[config.mk]
export PLATFORM = sky130hd
export DESIGN_NAME = mem_bus_bridge
export DESIGN_NICKNAME = d
export VERILOG_FILES = /design/src/rtl/mem_bus_pkg.sv /design/src/rtl/addr_xlate.sv /design/src/rtl/mem_bus_bridge.sv
export SDC_FILE = /design/constraint.sdc
export NUM_CORES = 1
export LEC_CHECK = 0
export ABC_AREA = 0
export ABC_CLOCK_PERIOD_IN_PS = 3900
export BUFFER_PORTS_ARGS = -buffer_cell sky130_fd_sc_hd__buf_2
export CORE_MARGIN = 2
export CORE_UTILIZATION = 40
export CTS_CLUSTER_SIZE = 10
export DETAILED_ROUTE_END_ITERATION = 10
export MAX_ROUTING_LAYER = met4
export PLACE_DENSITY = 0.7
export SYNTH_ARGS = -nofsm -noshare
export SYNTH_HDL_FRONTEND = slang
export SYNTH_SLANG_ARGS = --single-unit
[constraint.sdc]
create_clock -name clk -period 3.9 [get_ports clk]
set_input_delay 0.78 -clock clk [delete_from_list [all_inputs] [get_ports clk]]
set_output_delay 0.78 -clock clk [all_outputs]
set_load 0.02 [all_outputs]
[src/rtl/mem_bus_pkg.sv]
// Shared types and constants for the M-stage memory bus bridge and its helpers.
package mem_bus_pkg;

    typedef enum logic [1:0] {
        ST_IDLE,
        ST_WAIT_ADDR,
        ST_WAIT_DATA,
        ST_DONE
    } bridge_state_t;

    localparam logic [1:0] SIZE_B = 2'd0;
    localparam logic [1:0] SIZE_H = 2'd1;
    localparam logic [1:0] SIZE_W = 2'd2;

    localparam logic [2:0] KSEG0_HI = 3'b100;
    localparam logic [2:0] KSEG1_HI = 3'b101;

    // Store size is implied by the strobe pattern; illegal patterns fall to byte.
    function automatic logic [1:0] wstrb_size(input logic [3:0] wstrb);
        case (wstrb)
            4'b1111:          return SIZE_W;
            4'b0011, 4'b1100: return SIZE_H;
            default:          return SIZE_B;
        endcase
    endfunction

    function automatic logic wstrb_legal(input logic [3:0] wstrb);
        case (wstrb)
            4'b1111, 4'b0011, 4'b1100,
            4'b0001, 4'b0010, 4'b0100, 4'b1000: return 1'b1;
            default:                            return 1'b0;
        endcase
    endfunction

endpackage

[src/rtl/addr_xlate.sv]
// Fixed kseg0/kseg1 virtual-to-physical mapping; shared by fetch and data paths.
module addr_xlate
    import mem_bus_pkg::*;
#(
    parameter bit KSEG_XLATE = 1'b1
) (
    input  logic [31:0] vaddr_i,
    output logic [31:0] paddr_o,
    output logic        uncached_o
);

    logic in_kseg01;

    assign in_kseg01  = (vaddr_i[31:29] == KSEG0_HI) || (vaddr_i[31:29] == KSEG1_HI);
    assign uncached_o = (vaddr_i[31:29] == KSEG1_HI);
    assign paddr_o    = (KSEG_XLATE && in_kseg01) ? {3'b000, vaddr_i[28:0]} : vaddr_i;

endmodule

[src/rtl/mem_bus_bridge.sv]
// Turns the M-stage SRAM-like access into a req/addr_ok/data_ok bus transaction,
// stalling the pipe until it completes and holding read data until M advances.
module mem_bus_bridge
    import mem_bus_pkg::*;
#(
    parameter bit KSEG_XLATE = 1'b1
) (
    input  logic        clk,
    input  logic        rst,
    input  logic        data_sram_en,
    input  logic [1:0]  data_sram_rlen,
    input  logic [3:0]  data_sram_wen,
    input  logic [31:0] data_sram_addr,
    input  logic [31:0] data_sram_wdata,
    output logic [31:0] data_sram_rdata,
    input  logic        m_advance,
    input  logic        flush,
    output logic        mem_stall,
    output logic        bus_req,
    output logic        bus_wr,
    output logic [1:0]  bus_size,
    output logic [31:0] bus_addr,
    output logic [31:0] bus_wdata,
    output logic [3:0]  bus_wstrb,
    output logic        bus_uncached,
    input  logic        bus_addr_ok,
    input  logic        bus_data_ok,
    input  logic [31:0] bus_rdata
);

    bridge_state_t state_q, state_d;
    logic          drop_q, drop_d;
    logic [31:0]   rdata_q, rdata_d;

    logic          wr_q;
    logic [1:0]    size_q;
    logic [31:0]   addr_q;
    logic [31:0]   wdata_q;
    logic [3:0]    wstrb_q;
    logic          unc_q;

    logic [31:0]   paddr;
    logic          unc;
    logic          wr_in;
    logic [1:0]    size_in;
    logic          issue;

    addr_xlate #(.KSEG_XLATE(KSEG_XLATE)) u_xlate (
        .vaddr_i    (data_sram_addr),
        .paddr_o    (paddr),
        .uncached_o (unc)
    );

    assign wr_in   = |data_sram_wen;
    assign size_in = wr_in ? wstrb_size(data_sram_wen) : data_sram_rlen;
    // Gated by rst so every output is quiet while reset is held, even with en high.
    assign issue   = ~rst & (state_q == ST_IDLE) & data_sram_en & ~flush;

    assign data_sram_rdata = rdata_q;

    always_ff @(posedge clk or posedge rst) begin
        if (rst) begin
            state_q <= ST_IDLE;
            drop_q  <= 1'b0;
            rdata_q <= '0;
            wr_q    <= 1'b0;
            size_q  <= SIZE_B;
            addr_q  <= '0;
            wdata_q <= '0;
            wstrb_q <= '0;
            unc_q   <= 1'b0;
        end else begin
            state_q <= state_d;
            drop_q  <= drop_d;
            rdata_q <= rdata_d;
            if (issue) begin
                wr_q    <= wr_in;
                size_q  <= size_in;
                addr_q  <= paddr;
                wdata_q <= data_sram_wdata;
                wstrb_q <= data_sram_wen;
                unc_q   <= unc;
            end
        end
    end

    always_comb begin
        state_d      = state_q;
        drop_d       = drop_q;
        rdata_d      = rdata_q;
        mem_stall    = 1'b0;
        bus_req      = 1'b0;
        bus_wr       = 1'b0;
        bus_size     = SIZE_B;
        bus_addr     = '0;
        bus_wdata    = '0;
        bus_wstrb    = '0;
        bus_uncached = 1'b0;

        case (state_q)
            ST_IDLE: begin
                if (issue) begin
                    mem_stall    = 1'b1;
                    bus_req      = 1'b1;
                    bus_wr       = wr_in;
                    bus_size     = size_in;
                    bus_addr     = paddr;
                    bus_wdata    = data_sram_wdata;
                    bus_wstrb    = data_sram_wen;
                    bus_uncached = unc;
                    state_d      = bus_addr_ok ? ST_WAIT_DATA : ST_WAIT_ADDR;
                end
            end
            ST_WAIT_ADDR: begin
                // A posted request cannot be withdrawn; a flush only marks it for discard.
                mem_stall    = 1'b1;
                bus_req      = 1'b1;
                bus_wr       = wr_q;
                bus_size     = size_q;
                bus_addr     = addr_q;
                bus_wdata    = wdata_q;
                bus_wstrb    = wstrb_q;
                bus_uncached = unc_q;
                if (flush)       drop_d  = 1'b1;
                if (bus_addr_ok) state_d = ST_WAIT_DATA;
            end
            ST_WAIT_DATA: begin
                mem_stall = 1'b1;
                if (bus_data_ok) begin
                    if (drop_q || flush) begin
                        state_d = ST_IDLE;
                        drop_d  = 1'b0;
                    end else begin
                        state_d = ST_DONE;
                        if (!wr_q) rdata_d = bus_rdata;
                    end
                end else if (flush) begin
                    drop_d = 1'b1;
                end
            end
            ST_DONE: begin
                if (m_advance || flush) state_d = ST_IDLE;
            end
            default: state_d = ST_IDLE;
        endcase
    end

    a_wstrb_legal: assert property (@(posedge clk) disable iff (rst)
        (issue && wr_in) |-> wstrb_legal(data_sram_wen));

    a_data_ok_expected: assert property (@(posedge clk) disable iff (rst)
        bus_data_ok |-> (state_q == ST_WAIT_DATA));

endmodule

# Word level (Yosys, flattened, before mapping)
# Cells that the tools add are included.
[classes]
add_sub_neg = 0
eq_ne = 13
magnitude_cmp = 0
n_reduce_logical = 11
div = 0
n_mul = 0
bitwise_logic = 7
muxes = 29
shift = 0
[ops]
columns = ["cell", "n"]
rows = [
  ["one-hot mux 32 bit (2 select lines)", 2],
  ["2-to-1 mux 32 bit", 3],
  ["2-to-1 mux 2 bit", 8],
  ["one-hot mux 1 bit (2 select lines)", 5],
  ["== test 4 bit, second input constant", 2],
  ["inequality test 2 bit, second input constant", 4],
  ["one-hot mux 2 bit (2 select lines)", 2],
  ["one-hot mux 2 bit (4 select lines)", 1],
  ["one-hot mux 4 bit (2 select lines)", 1],
  ["AND reduction 4 bit", 2],
  ["== test 3 bit, second input constant", 2],
  ["2-to-1 mux 1 bit", 6],
  ["== test 2 bit, second input constant", 2],
  ["== test 4 x 2 -> 1 bit, second input constant", 1],
  ["2-to-1 mux 4 bit", 1],
  ["NOT 1 bit", 4],
  ["OR reduction 2 bit", 2],
  ["OR reduction 4 bit", 1],
  ["bitwise AND 1 bit", 3],
  ["logical OR 1 bit", 3],
  ["inequality test 3 bit, second input constant", 1],
  ["== test 2 x 1 -> 1 bit, second input constant", 1],
  ["zero test 2 bit", 1],
  ["AND reduction 2 bit", 1],
  ["nonzero test 2 bit", 1],
]
[totals]
elab_cells = 69
output_inout_bits = 106
ram_bits = 0
in_bits = 109
latch_bits = 0
register_bits = 107
memories = 0
mem_bits_ro = 0

# Depth between registers and ports, before layout
[logic_depth]
word_depth = 6
ltp_mapped = 8
depth_no_buf = 5

# Cells and area by module
# Synthesis repeated with hierarchy kept, for this count alone.
[unflattened]
hier_cells = 591
area_unflattened_um2 = 5037.3
[by_module_without_submodules]
columns = ["module", "seq_area_each_um2", "instances", "area_per_inst_um2", "cells_each"]
rows = [
  ["mem_bus_bridge", 2677.6, 1, 4792.1, 557],
  ["addr_xlate", 0.0, 1, 245.2, 34],
]

# Worst setup path before layout
# OpenSTA, ideal clock, no wires.
[synth_path]
path_type = "input -> output"
from = "input port data_sram_wen[0]"
to = "output port bus_size[0]"
stages = 3
n_path_buf = 0
required_ps = 3120
path_slack_ps = 1305
arrival_ps = 1815
cell_sequence = "nor4_1 -> a221oi_1 -> o21ai_0"
[synth_via]
elab_chain_cells = 6
elab_cells_between_ends = 9
classes_between = "3 x eq/ne; 4 x mux; 2 x reduce/logical"
[synth_rtl]
columns = ["element", "line", "source"]
rows = [
  ["from (decl)", "mem_bus_bridge.sv:12", "input logic [3:0] data_sram_wen,"],
  ["== test 4 x 2 -> 1 bit / == test 4 bit (equally long branches)", "mem_bus_pkg.sv:20", "case (wstrb)"],
  ["OR reduction 2 bit", "mem_bus_pkg.sv:20", ""],
  ["one-hot mux 2 bit (2 select lines)", "mem_bus_pkg.sv:20", ""],
  ["2-to-1 mux 2 bit (*)", "mem_bus_bridge.sv:55", "assign size_in = wr_in ? wstrb_size(data_sram_wen) : data_sram_rlen;"],
  ["2-to-1 mux 2 bit (*)", "mem_bus_bridge.sv:102", "if (issue) begin"],
  ["one-hot mux 2 bit (2 select lines) (*)", "mem_bus_bridge.sv:100", "case (state_q)"],
  ["to (decl)", "mem_bus_bridge.sv:21", "output logic [1:0] bus_size,"],
]
# Mark *: on every way between the ends. The rest lies on a longest branch, timed or not.

# Worst setup path in the final report
[layout_path]
from = "register state_q[0]"
to = "output port bus_wdata[28]"
[layout_via]
elab_chain_cells = 6
elab_cells_between_ends = 7
classes_between = "1 x eq/ne; 2 x mux; 3 x bitwise; 1 x reduce/logical"
[layout_rtl]
columns = ["element", "line", "source"]
rows = [
  ["from (decl)", "mem_bus_bridge.sv:31", "bridge_state_t state_q, state_d;"],
  ["from (signal assigned)", "mem_bus_bridge.sv:73", "state_q <= state_d;"],
  ["zero test 2 bit", "mem_bus_bridge.sv:57, mem_bus_bridge.sv:100", ""],
  ["bitwise AND 1 bit (3 in series)", "mem_bus_bridge.sv:57", "assign issue = ~rst & (state_q == ST_IDLE) & data_sram_en & ~flush;"],
  ["2-to-1 mux 32 bit", "mem_bus_bridge.sv:102", ""],
  ["one-hot mux 32 bit (2 select lines) (*)", "mem_bus_bridge.sv:100", ""],
  ["to (decl)", "mem_bus_bridge.sv:23", "output logic [31:0] bus_wdata,"],
]
# Marks and branches as above.

==> run metrics <==
status=finished, final reports clean; share of the synthesized area in the top cell type=0.5567; area of placed instances=6045 µm²; gr usage total=0.1868; pre-CTS WS=0.9854 ns; Fin. Hold Viols=0; Leak Pwr=3.902 nW; startpoint type of the worst setup path=flip-flop; Netlist Area Pre-Place=4810 µm²; Clock Tree Buf Depth=2; utilization after layout=0.5364; max cap viols=0; # clock sinks=about 110; Post-synth EDFFs=0; DRC Markers=0; CTS Buf Count=9; die footprint=between 10000 and 15000 µm²; internal power=2.864 mW; endpoint class of the critical path=output pin; drt pass-1 iters=4; top-count cell post-synth=nand2_1; worst-skew pair later-pin latency=between 0.3 and 0.4 ns; CTS Hold Bufs=0; Die W=113.7 µm; FF/Latch Area=2678 µm²; CP delay by family, top=buffers and inverters; fraction of layout cells with a size suffix above 1=0.3525; post-cts sizing count=0; fin crit share=0.8156; via count=4295; clock period minus worst slack=3.181 ns; synth unique cells=29; FP Rows=40; synth-to-layout area growth=32.28%; Design Area, Final=6362 µm²; fin nets=875; port buffer count=214; Slew Limit Fails=0; CTS tree=built; Worst Clk Skew=between 0.007 and 0.008 ns; top cells by area, synth=dfrtp_1 (56%), nand2_1 (27%), mux2_2 (7.0%); CP Data Arrival Time=2.40 ns; htree depth=3; sequential share of power=0.409; Fmax=314.4 MHz; IO Pins=215; register area share after synthesis=0.5567; average cell area after synthesis=8.619 µm²; area leader, netlist=dfrtp_1; cell mode on critical path=nand2_1; vias in the first global route=4129; crit-path max cell delay=0.45 ns; Finish-stage setup viols=0; HP Class=flip-flop to flip-flop; wire length per cell after detailed routing=approximately 13 µm; RSZ-0062 raised after global routing=no; largest net degree at the start of global routing=between 90 and 100; die span in y=113.7 µm; ant diodes=0; Comb pwr share=0.383; Synth Warn #=0; VDD IR max=0.3118 mV; worst-margin pin slew=1.146 ns; Setup CP Type=flip-flop to output pin; WP buf/inv=3; Detail Route Antenna Nets=0; Primary FF master, synth=dfrtp_1; drt total wl=11640 µm; Synth top cells by count=nand2_1 (347), dfrtp_1 (107), mux2_2 (30); syn nets=672; Worst Path Max Fanout=41; required time worst endpoint=3.12 ns; core area=11860 µm²; Fill cells=~1100; DR vias/cell=4.704; gpl congestion=0.7720; Slowest-stage cell, CP=dfrtp_1; Relative slew margins=0.2360; Placed Cells incl. Taps=about 900; Cell Pwr Density=727.2 nW/µm²; global-route wire length before repair=roughly 19000 µm; Psw=1.762 mW; total gr overflow=0; DPL Wire Length=8361 µm; initial antenna violation count=0; Setup Buffers After CTS=0; Gate Count Post-Synth=558; Clock transition at path regs=about 0.07 ns; Switching Share=0.3809; Initial Util=0.4055; #FFs+latches synth=107; crit path cell chain=inv_1, ha_1, nor4bb_4, buf_4, nand2_1, nand2_1, buf_2; multi-input logic area=2037 µm²; Final TNS setup=0 ns; Layout Cells excl Fill=913; Starting DRT DRC Count=246; share of power burned in the clock network=0.209; post-route setup slack=between 0.7 and 0.8 ns; ys async rst share=1.000; root buffer cell=clkbuf_16
==> layout by cell type, fill, tap and decap left out, drive strengths merged, types with 3 or more instances in the layout <==
cell type / count
o21ai: 4
nand2: 347
nand2b: 3
dfrtp: 107
ha: 5
nor2: 4
mux2: 33
clkbuf: 11
inv: 5
buf: 220
==> routing by layer <==
layer	wire length, µm	track usage	share of wire
met3	589	0.03241	0.051
met1	5196	0.2205	0.45
met5	0	-	0
met2	5642	0.3138	0.48
met4	210	0.08537	0.018
==> worst paths after layout <==
| check | start | end | slack [ns] | depth (start not counted) |
|---|---|---|---|---|
| max | state_q[0] | bus_wdata[28] | 0.72 | 7 |
| min | addr_q[2] | addr_q[2] | 0.48 | 2 |
| max reg2reg | state_q[0] | state_q[0] | 1.12 | 6 |
| min reg2reg | addr_q[2] | addr_q[2] | 0.48 | 2 |
| max in group asynchronous | rst | size_q[0] | 2.30 | 3 |
| min in group asynchronous | rst | drop_q | 0.78 | 2 |
==> power groups by stage <==
stage,clock (mW),sequential (mW),combinational [mW]
floorplan,0,2.04,1.03
global placement,0,1.87,1.76
detailed placement,0,1.90,1.79
CTS,0.992,1.89,1.79
global route,1.03,1.95,1.95
finish,0.966,1.89,1.77
==> logic make-up (layout without fill, tap and decap cells) <==
group	after synthesis	in the layout	synth area share
mux	34	34	0.07934
compound gates	13	13	0.02315
flops	107	107	0.5567
buf+inv	32	240	0.02862
fa+ha+maj	5	5	0.01301
simple gates	367	367	0.2992
==> registers in the layout (all words and copies together), names as in the netlist <==
name	flops
state_q	2
addr_q	32
data_sram_rdata	32
drop_q	1
unc_q	1
wr_q	1
size_q	2
wdata_q	32
wstrb_q	4
==> through the flow <==
step                      power (mW)  hold slack (ns)
after floorplan                3.066           0.4457
after global placement         3.630           0.4566
after detailed placement       3.693           0.4623
after CTS                      4.675           0.4793
after global routing           4.936           0.4979
final                          4.627           0.4751
==> tightest hold or removal path, delay by kind of cell, from the launching register on <==
kind             cells  cell delay [ns]
and+or+nand+nor      2             0.11
DFF                  1             0.34
==> area by class of cell <==
type	instances	share of cell area
flip-flops and latches	107	0.4208
clock buffers	11	0.03658
well taps	147	0.02891
repair buffers	220	0.1774
inverters	4	0.002753
multi-input cells	419	0.3202
clock inverters	5	0.01337
Power figures use the tool's default switching activity.
